File: config.mk
export PLATFORM = sky130hd
export DESIGN_NAME = control_sequencer_flat
export DESIGN_NICKNAME = d
export VERILOG_FILES = /design/src/rtl/cpu_pkg.sv /design/src/rtl/control_sequencer_if.sv /design/src/rtl/microcode_rom.sv /design/src/rtl/control_sequencer.sv /design/src/flat_wrapper.sv
export SDC_FILE = /design/constraint.sdc
export NUM_CORES = 1
export LEC_CHECK = 0
export ABC_AREA = 1
export BUFFER_PORTS_ARGS = -buffer_cell sky130_fd_sc_hd__buf_2
export CORE_AREA = 3 3 40 42
export DETAILED_ROUTE_END_ITERATION = 6
export DIE_AREA = 0 0 43 45
export GPL_TIMING_DRIVEN = 0
export PLACE_DENSITY = 0.87
export SYNTH_ARGS = -nofsm -noshare
export SYNTH_HDL_FRONTEND = slang
export SYNTH_HIERARCHICAL = 1
export SYNTH_SLANG_ARGS = --single-unit
File: constraint.sdc
create_clock -name clk -period 2.4 [get_ports clk]
set_clock_uncertainty 0.2 [all_clocks]
set_input_delay 0.12 -clock clk [delete_from_list [all_inputs] [get_ports clk]]
set_output_delay 0.12 -clock clk [all_outputs]
set_load 0.03 [all_outputs]
File: src/rtl/cpu_pkg.sv
// Shared definitions for the 8-bit CPU control path.
// Holds the opcode map, the control-word bit layout, the micro-step count
// and a small helper that builds one-hot control bits by name.
package cpu_pkg;

    // Control-word width and micro-steps per instruction (T0..T4).
    localparam int CW    = 16;
    localparam int STEPS = 5;

    // Opcode map (IR[7:4]); 0x9..0xD are undefined and behave as NOP.
    localparam logic [3:0] OP_NOP = 4'h0;
    localparam logic [3:0] OP_LDA = 4'h1;
    localparam logic [3:0] OP_ADD = 4'h2;
    localparam logic [3:0] OP_SUB = 4'h3;
    localparam logic [3:0] OP_STA = 4'h4;
    localparam logic [3:0] OP_LDI = 4'h5;
    localparam logic [3:0] OP_JMP = 4'h6;
    localparam logic [3:0] OP_JC  = 4'h7;
    localparam logic [3:0] OP_JZ  = 4'h8;
    localparam logic [3:0] OP_OUT = 4'hE;
    localparam logic [3:0] OP_HLT = 4'hF;

    // Control-word bit positions, MSB first:
    // {hlt, mi, ri, ro, io, ii, ai, ao, eo, su, bi, oi, ce, co, j, fi}
    localparam int CB_HLT = 15;  // halt clock
    localparam int CB_MI  = 14;  // MAR in
    localparam int CB_RI  = 13;  // RAM in
    localparam int CB_RO  = 12;  // RAM out
    localparam int CB_IO  = 11;  // IR operand out
    localparam int CB_II  = 10;  // IR in
    localparam int CB_AI  = 9;   // A in
    localparam int CB_AO  = 8;   // A out
    localparam int CB_EO  = 7;   // ALU out
    localparam int CB_SU  = 6;   // ALU subtract
    localparam int CB_BI  = 5;   // B in
    localparam int CB_OI  = 4;   // OUT register in
    localparam int CB_CE  = 3;   // PC count enable
    localparam int CB_CO  = 2;   // PC out
    localparam int CB_J   = 1;   // PC load (jump)
    localparam int CB_FI  = 0;   // flags in

    // Sequencer run mode: stepping normally, or stopped by HLT until clr.
    typedef enum logic {
        MODE_RUN    = 1'b0,
        MODE_HALTED = 1'b1
    } mode_t;

    // One-hot control word with only bit 'idx' set; lets the microcode read
    // as a list of named signals instead of hex constants.
    function automatic logic [CW-1:0] cb(input int idx);
        logic [CW-1:0] one;
        one = {{(CW-1){1'b0}}, 1'b1};
        return one << idx;
    endfunction

endpackage

File: src/rtl/control_sequencer_if.sv
// Sequencer-facing bundle: the run/decode inputs coming from the CPU
// datapath and the control word, step and halt status going back to it.
// 'master' is the CPU/datapath side, 'slave' is the sequencer.
interface control_sequencer_if #(
    parameter int CW = cpu_pkg::CW
);
    logic          run;
    logic [3:0]    opcode;
    logic          carry;
    logic          zero;
    logic [CW-1:0] ctrl;
    logic [2:0]    step;
    logic          halted;

    modport master (
        output run,
        output opcode,
        output carry,
        output zero,
        input  ctrl,
        input  step,
        input  halted
    );

    modport slave (
        input  run,
        input  opcode,
        input  carry,
        input  zero,
        output ctrl,
        output step,
        output halted
    );

endinterface

File: src/rtl/microcode_rom.sv
// Combinational microcode: (opcode, step, carry, zero) -> control word and
// an end-of-instruction flag. Holds no state.
// Optional feature: SEQ_EARLY_END_EN -- when defined, 'last' marks each
// instruction's final useful step so the sequencer returns to T0 early;
// when undefined, 'last' is only asserted at T4 and every instruction
// takes the full five steps.
module microcode_rom
    import cpu_pkg::*;
(
    input  logic [3:0]    opcode,
    input  logic [2:0]    step,
    input  logic          carry,
    input  logic          zero,
    output logic [CW-1:0] ctrl,
    output logic          last
);

    // Decode the control word for the current step; fetch is shared by all
    // opcodes, execute steps depend on the opcode and, for JC/JZ, the flags.
    // NOTE: every output of an always_comb gets a default on entry, so any
    // path that does not assign it falls back to 0 instead of inferring a latch.
    always_comb begin
        ctrl = '0;
        case (step)
            3'd0: ctrl = cb(CB_CO) | cb(CB_MI);
            3'd1: ctrl = cb(CB_RO) | cb(CB_II) | cb(CB_CE);
            3'd2: begin
                case (opcode)
                    OP_LDA, OP_ADD, OP_SUB, OP_STA:
                        ctrl = cb(CB_IO) | cb(CB_MI);
                    OP_LDI: ctrl = cb(CB_IO) | cb(CB_AI);
                    OP_JMP: ctrl = cb(CB_IO) | cb(CB_J);
                    OP_JC:  if (carry) ctrl = cb(CB_IO) | cb(CB_J);
                    OP_JZ:  if (zero)  ctrl = cb(CB_IO) | cb(CB_J);
                    OP_OUT: ctrl = cb(CB_AO) | cb(CB_OI);
                    OP_HLT: ctrl = cb(CB_HLT);
                    default: ctrl = '0;
                endcase
            end
            3'd3: begin
                case (opcode)
                    OP_LDA:         ctrl = cb(CB_RO) | cb(CB_AI);
                    OP_ADD, OP_SUB: ctrl = cb(CB_RO) | cb(CB_BI);
                    OP_STA:         ctrl = cb(CB_AO) | cb(CB_RI);
                    default:        ctrl = '0;
                endcase
            end
            3'd4: begin
                case (opcode)
                    OP_ADD:  ctrl = cb(CB_EO) | cb(CB_AI) | cb(CB_FI);
                    OP_SUB:  ctrl = cb(CB_EO) | cb(CB_AI) | cb(CB_FI) | cb(CB_SU);
                    default: ctrl = '0;
                endcase
            end
            default: ctrl = '0;
        endcase
    end

`ifdef SEQ_EARLY_END_EN
    // Flag the last non-zero step of each instruction so the next step is T0.
    always_comb begin
        last = 1'b0;
        case (opcode)
            OP_ADD, OP_SUB: last = (step == 3'(STEPS - 1));
            OP_LDA, OP_STA: last = (step == 3'd3);
            default:        last = (step == 3'd2);
        endcase
    end
`else
    // Fixed-length instructions: only the final step ends the instruction.
    assign last = (step == 3'(STEPS - 1));
`endif

endmodule

File: src/rtl/control_sequencer.sv
// Microcode sequencer for the 8-bit CPU. Owns the micro-step counter and
// the halt state, both updated on the falling edge of clk so the decoded
// control word is stable for the whole clk-high phase in which the
// downstream registers capture. The control word is gated to zero during
// reset, pause (run=0) and halt.
// Optional feature: SEQ_EARLY_END_EN (see microcode_rom) shortens
// instructions by returning to T0 after their last useful step.
module control_sequencer
    import cpu_pkg::*;
(
    input  logic                clk,
    input  logic                clr,
    control_sequencer_if.slave  bus
);

    logic [2:0]    step_q;
    logic [2:0]    step_d;
    mode_t         mode_q;
    mode_t         mode_d;
    logic [CW-1:0] rom_ctrl;
    logic          rom_last;
    logic          active;

    microcode_rom u_rom (
        .opcode (bus.opcode),
        .step   (step_q),
        .carry  (bus.carry),
        .zero   (bus.zero),
        .ctrl   (rom_ctrl),
        .last   (rom_last)
    );

    // The sequencer only advances, and the control word is only passed
    // through, when out of reset, enabled and not halted.
    assign active = clr && bus.run && (mode_q == MODE_RUN);

    // State register: falling-edge update with synchronous active-low clear.
    // NOTE: sequential state uses non-blocking assignments so every flop
    // samples the pre-edge values, independent of statement order.
    always_ff @(negedge clk) begin
        if (!clr) begin
            step_q <= '0;
            mode_q <= MODE_RUN;
        end else begin
            step_q <= step_d;
            mode_q <= mode_d;
        end
    end

    // Next-state: hold unless active; HLT freezes the step at T2 and enters
    // the halted mode, otherwise wrap at end of instruction or increment.
    always_comb begin
        step_d = step_q;
        mode_d = mode_q;
        if (active) begin
            if (rom_ctrl[CB_HLT]) begin
                mode_d = MODE_HALTED;
            end else if (rom_last || (step_q >= 3'(STEPS - 1))) begin
                step_d = '0;
            end else begin
                step_d = step_q + 3'd1;
            end
        end
    end

    // Combinational gating so no register write can happen in reset, pause
    // or halt, even within the current clk-high phase.
    assign bus.ctrl   = active ? rom_ctrl : '0;
    assign bus.step   = step_q;
    assign bus.halted = (mode_q == MODE_HALTED);

endmodule

File: src/flat_wrapper.sv
// flat-port wrapper written by rule: the top's interface ports become plain ports
module control_sequencer_flat import cpu_pkg::*;
  (clk, clr, bus_run, bus_opcode, bus_carry, bus_zero, bus_ctrl, bus_step, bus_halted);
  control_sequencer_if bus_i ();
  input  logic clk;
  input  logic clr;
  input wire logic [$bits(bus_i.run)-1:0] bus_run;
  input wire logic [$bits(bus_i.opcode)-1:0] bus_opcode;
  input wire logic [$bits(bus_i.carry)-1:0] bus_carry;
  input wire logic [$bits(bus_i.zero)-1:0] bus_zero;
  output wire logic [$bits(bus_i.ctrl)-1:0] bus_ctrl;
  output wire logic [$bits(bus_i.step)-1:0] bus_step;
  output wire logic [$bits(bus_i.halted)-1:0] bus_halted;
  assign bus_i.run = bus_run;
  assign bus_i.opcode = bus_opcode;
  assign bus_i.carry = bus_carry;
  assign bus_i.zero = bus_zero;
  assign bus_ctrl = bus_i.ctrl;
  assign bus_step = bus_i.step;
  assign bus_halted = bus_i.halted;
  control_sequencer u_core (.clk(clk), .clr(clr), .bus(bus_i));
endmodule
==> results.md, run 1 <==
- Cells after DPL: 165
- Die height: 45 um
- Stop err: [ERROR DPL-0033] detailed placement checks failed during check placement.
- Yosys reg bits: 4
- Worst EP post-GRT repair: bus_ctrl[8]
- Exit stage: 5_1_grt
- H-tree depth: 1
- Post-Synthesis Cells: 123
- Total CTS buffers: 3
- Port bufs: 27
- Status: aborted with a tool error
- Synthesized cell area: 612 sq um
- DP Wirelength: 1310 um
- Die width: 43 um
- Worst End Pin Type: primary output
- Seq/Total Area, Yosys: around an eighth
- Num ports: 29
- Largest net degree at the start of global routing: 11
- Initial antenna violation count: 0
- Syn nets: 133
- Syn Area/Cell: around 5.0 sq um
- Clock Tree Root: clkbuf_4
- Cts hold-fix bufs: 0
- Dpl ws: -0.361 ns
- Starting Density: 47.6%
- Unique masters post-synth: 20
- Clock Path Buffers: 2
- Cell Rows: 13
- Count of synthesis-stage warnings from yosys: 6
- # clock sinks: 4
- GP Congestion: roughly 0.83
==> stage by stage <==
stage               hold WS, ns  area (sq um)
detailed placement        0.309           935
floorplan                 0.203           781
global placement          0.304           935
CTS                       0.320          1210
==> logic make-up after synthesis <==
kind of cell    count (synthesis)  synth area share (%)
simple gates                   77                  55.2
fa+ha+maj                       1                  2.04
buf+inv                        35                  24.1
compound gates                  6                  5.52
flops                           4                  13.1
==> cell usage after synthesis <==
cell type | n | share of area (%)
nand2_1 | 24 | 15
nor3_1 | 2 | 1.6
nor3_2 | 2 | 3.3
a21oi_1 | 1 | 0.82
nand3_1 | 7 | 5.7
nor2_2 | 4 | 4.1
inv_1 | 29 | 18
o22ai_1 | 1 | 1.0
ha_1 | 1 | 2.0
dfxtp_1 | 4 | 13
nor4_1 | 1 | 1.0
buf_2 | 1 | 0.82
nor2_1 | 35 | 21
o211ai_1 | 1 | 1.2
o21ai_1 | 1 | 0.82
o21ai_0 | 2 | 1.6
nand3_2 | 2 | 3.3
inv_2 | 2 | 1.2
buf_6 | 1 | 1.8
buf_4 | 2 | 2.5
==> timing repair <==
action	CTS
gates resized for setup	53
endpoints found under the setup margin	19
setup buffers	9
pin swaps	9
==> run 2, diff against run 1 <==
--- a/config.mk
+++ b/config.mk
@@ -7,11 +7,11 @@
 export LEC_CHECK = 0
 export ABC_AREA = 1
 export BUFFER_PORTS_ARGS = -buffer_cell sky130_fd_sc_hd__buf_2
-export CORE_AREA = 3 3 40 42
+export CORE_AREA = 3 3 64 66
 export DETAILED_ROUTE_END_ITERATION = 6
-export DIE_AREA = 0 0 43 45
+export DIE_AREA = 0 0 67 69
 export GPL_TIMING_DRIVEN = 0
-export PLACE_DENSITY = 0.87
+export PLACE_DENSITY_LB_ADDON = 0.15
 export SYNTH_ARGS = -nofsm -noshare
 export SYNTH_HDL_FRONTEND = slang
 export SYNTH_HIERARCHICAL = 1
==> run 2 against run 1 <==
- the flow now finishes, with violations (negative setup slack)
- synthesized cell count unchanged
- synthesized area is the same
==> results.md, run 2 <==
- Yosys top cell area share: 21.5% (unchanged)
- Hold Path Class: flip-flop to flip-flop
- Worst path arrival time: 2.65 ns
- CORE AREA: 3630 sq um
- Violated checks: negative setup slack
- Avg WL per Cell: 8.90 um
- Vias per cell: 3.80
- Nature of the critical path endpoint: output pin
- CTS tree: built
- DP Wirelength: 1440 um (+10%)
- Post-Synthesis Cells: 123 (unchanged)
- Clock transition at the registers of the reported paths: 0.03 ns
- CP max FO: 4
- Routed WL: between 1500 and 2000 um
- Synth top area cells: nor2_1, inv_1, nand2_1, dfxtp_1, nand3_1
- Largest register FFs: 3
- Syn Area/Cell: 4.97 sq um (unchanged)
- Count of synthesis-stage warnings from yosys: 6 (unchanged)
- Vias in the first global route: just over 800
- Power consumption: about 420 uW
- Fin. max-slew vios: 0
- GRT overflow: 0
- CP Cell Sequence: inv_2 > nand3_2 > nor4_2 > inv_1 > nor2_4 > buf_4
- Async S/R FF share, synth: 0% (unchanged)
- Cells after DPL: 198 (+20%)
- Max Cap Viol: 0
- Ys flop type: dfxtp_1
- Filler instances: between 400 and 500
- Clk_lat worst skew: 0.28 ns
- RSZ-0062 raised after global routing: yes
- Post-synth EDFFs: 0 (unchanged)
- Yosys reg bits: 4 (unchanged)
- Most frequent cells in the layout: buf_6, inv_1, nand2_1, nor2_4, buf_4
- # clock sinks: 4 (unchanged)
- Vias: 848
- Worst EP required: 2.08 ns
- Dpl ws: -0.417 ns (-0.0562 ns)
- # diodes: 0
- Die width: 67 um (+56%)
- Residual DRC: 0
- Clock Tree Root: clkbuf_8
- Starting Density: 16.8% (-31 points)
- CP max stage delay: between 0.3 and 0.4 ns
- Syn nets: 133 (unchanged)
- Num ports: 29 (unchanged)
- H-tree depth: 1 (unchanged)
- Final ANT Viol Nets: 0
- LEAKAGE: 0.626 nW
- Worst Path Buf+Inv: 3
- Largest net degree at the start of global routing: 9
- Die height: 69 um (+53%)
- Post-synth top cells: nor2_1, inv_1, nand2_1
- Initial antenna violation count: 0
- Rel. slew slack: 83.4%
- Net count, final: 187
- Unique masters post-synth: 20 (unchanged)
- Crit path max-delay family: simple AND/OR/NAND/NOR gates
- Cts hold-fix bufs: 0 (unchanged)
- Slew @ Worst Pin: 0.247 ns
- Seq/Total Area, Yosys: 13.1% (unchanged)
- Synthesized cell area: 612 sq um (unchanged)
- # setup viols final: 19
- Post-synth top area cell: nor2_1
- Initial DRT Pass Iterations: 4
- Most common cell after layout, fill and taps aside: buf_6
- Share of cells above drive strength 1: 60.6%
- Setup Crit Path Kind: flip-flop to output pin
- Status: finished, violations left
- Max VDD drop: approximately 0.33 mV
- Top-count cell post-synth: nor2_1
- Count of final hold-check violations: 0
- Clock Path Buffers: 2 (unchanged)
- Cell Rows: 22 (+9)
- Post-DP Area: 976 sq um (+4.4%)
- First-pass GRT wire length: 3550 um
- Total CTS buffers: 3 (unchanged)
- CP max-delay cell: dfxtp_4
- Gr usage total: 9.67%
- Area grow syn2layout: 126%
- Die ar.: 4620 sq um
- GP Congestion: 0.769 (-7.0%)
- PnR worst setup slack: -0.571 ns
- CP startpoint kind: flip-flop
- Port bufs: 27 (unchanged)
- Starting DRT DRC Count: 14
- Cell area after layout: approximately 1400 sq um
- Fin cells: between 200 and 250
- Pwr Density: approximately 300 nW/um^2
run 2: report_power, final:
| part | internal (mW) | switching, mW |
|---|---|---|
| Sequential | 0.0688 | 0.00615 |
| Combinational | 0.0797 | 0.101 |
| Clock | 0.116 | 0.0459 |
run 2: worst paths after layout:
kind	startpoint	endpoint	slack [ns]	depth (start not counted)
worst max-delay path	u_core/bus.step[2]$_SDFFE_NN0P_	bus_ctrl[5]	-0.57	6
worst min-delay path	u_core/bus.halted$_SDFFE_NN0P_	u_core/bus.halted$_SDFFE_NN0P_	0.40	3
worst min register to register	u_core/bus.halted$_SDFFE_NN0P_	u_core/bus.halted$_SDFFE_NN0P_	0.40	3
worst max register to register	u_core/bus.step[0]$_SDFFE_NN0P_	u_core/bus.step[1]$_SDFFE_NN0P_	0.76	9
run 2: repair_timing:
item / CTS / global route
pin swaps: 5 / 7
buffers inserted: 12 / 7
gates resized for setup: 56 / 12
cloned: 1 / 0
endpoints found under the setup margin: 19 / 20
run 2: routing by layer:
metal  vias up  GRT usage [%]  wire, um
met1       358           12.3       888
met2        23           15.1       980
met5         -              0         0
met3         0           3.75       115
li1        467              -         -
met4         0           2.48         0
run 2: final cells by class:
class | count | area, sq um | area share [%]
buffer | 4 | 46.3 | 3.35
clock buffer | 3 | 41.3 | 2.98
sequential | 4 | 95.1 | 6.87
multi-input combinational | 84 | 577 | 41.7
timing repair buffer | 46 | 434 | 31.4
tap | 48 | 60.1 | 4.34
clock inverter | 4 | 15.0 | 1.08
inverter | 30 | 115 | 8.32
run 2: cells by family (layout without fill, tap and decap cells):
group                    count (synthesis)  after routing  synth area share, %
AND/OR/NAND/NOR                         77             77                 55.2
buffers and inverters                   35             87                 24.1
AO/OA/AOI/OAI                            6              6                 5.52
flip-flops                               4              4                 13.1
adder cells (fa/ha/maj)                  1              1                 2.04
run 2: worst reg2reg max path, cell delays in order, from the launching register on:
cell     delay (ns)
dfxtp_4        0.35
buf_4          0.13
buf_6          0.11
buf_6          0.11
buf_4          0.13
ha_1           0.28
nand2_1        0.06
nand3_1        0.06
nand2_1        0.06
nor2_1         0.04
run 2: per-stage QoR:
step                hold slack [ns]  utilization, %  setup TNS, ns
floorplan                     0.203               -          -2.77
global placement              0.309            26.9          -4.53
detailed placement            0.317            26.9          -4.74
CTS                           0.411            36.2          -7.67
global route                  0.462            38.1          -9.67
finish                        0.404            38.1          -7.87
(Power assumes the default switching activity.)
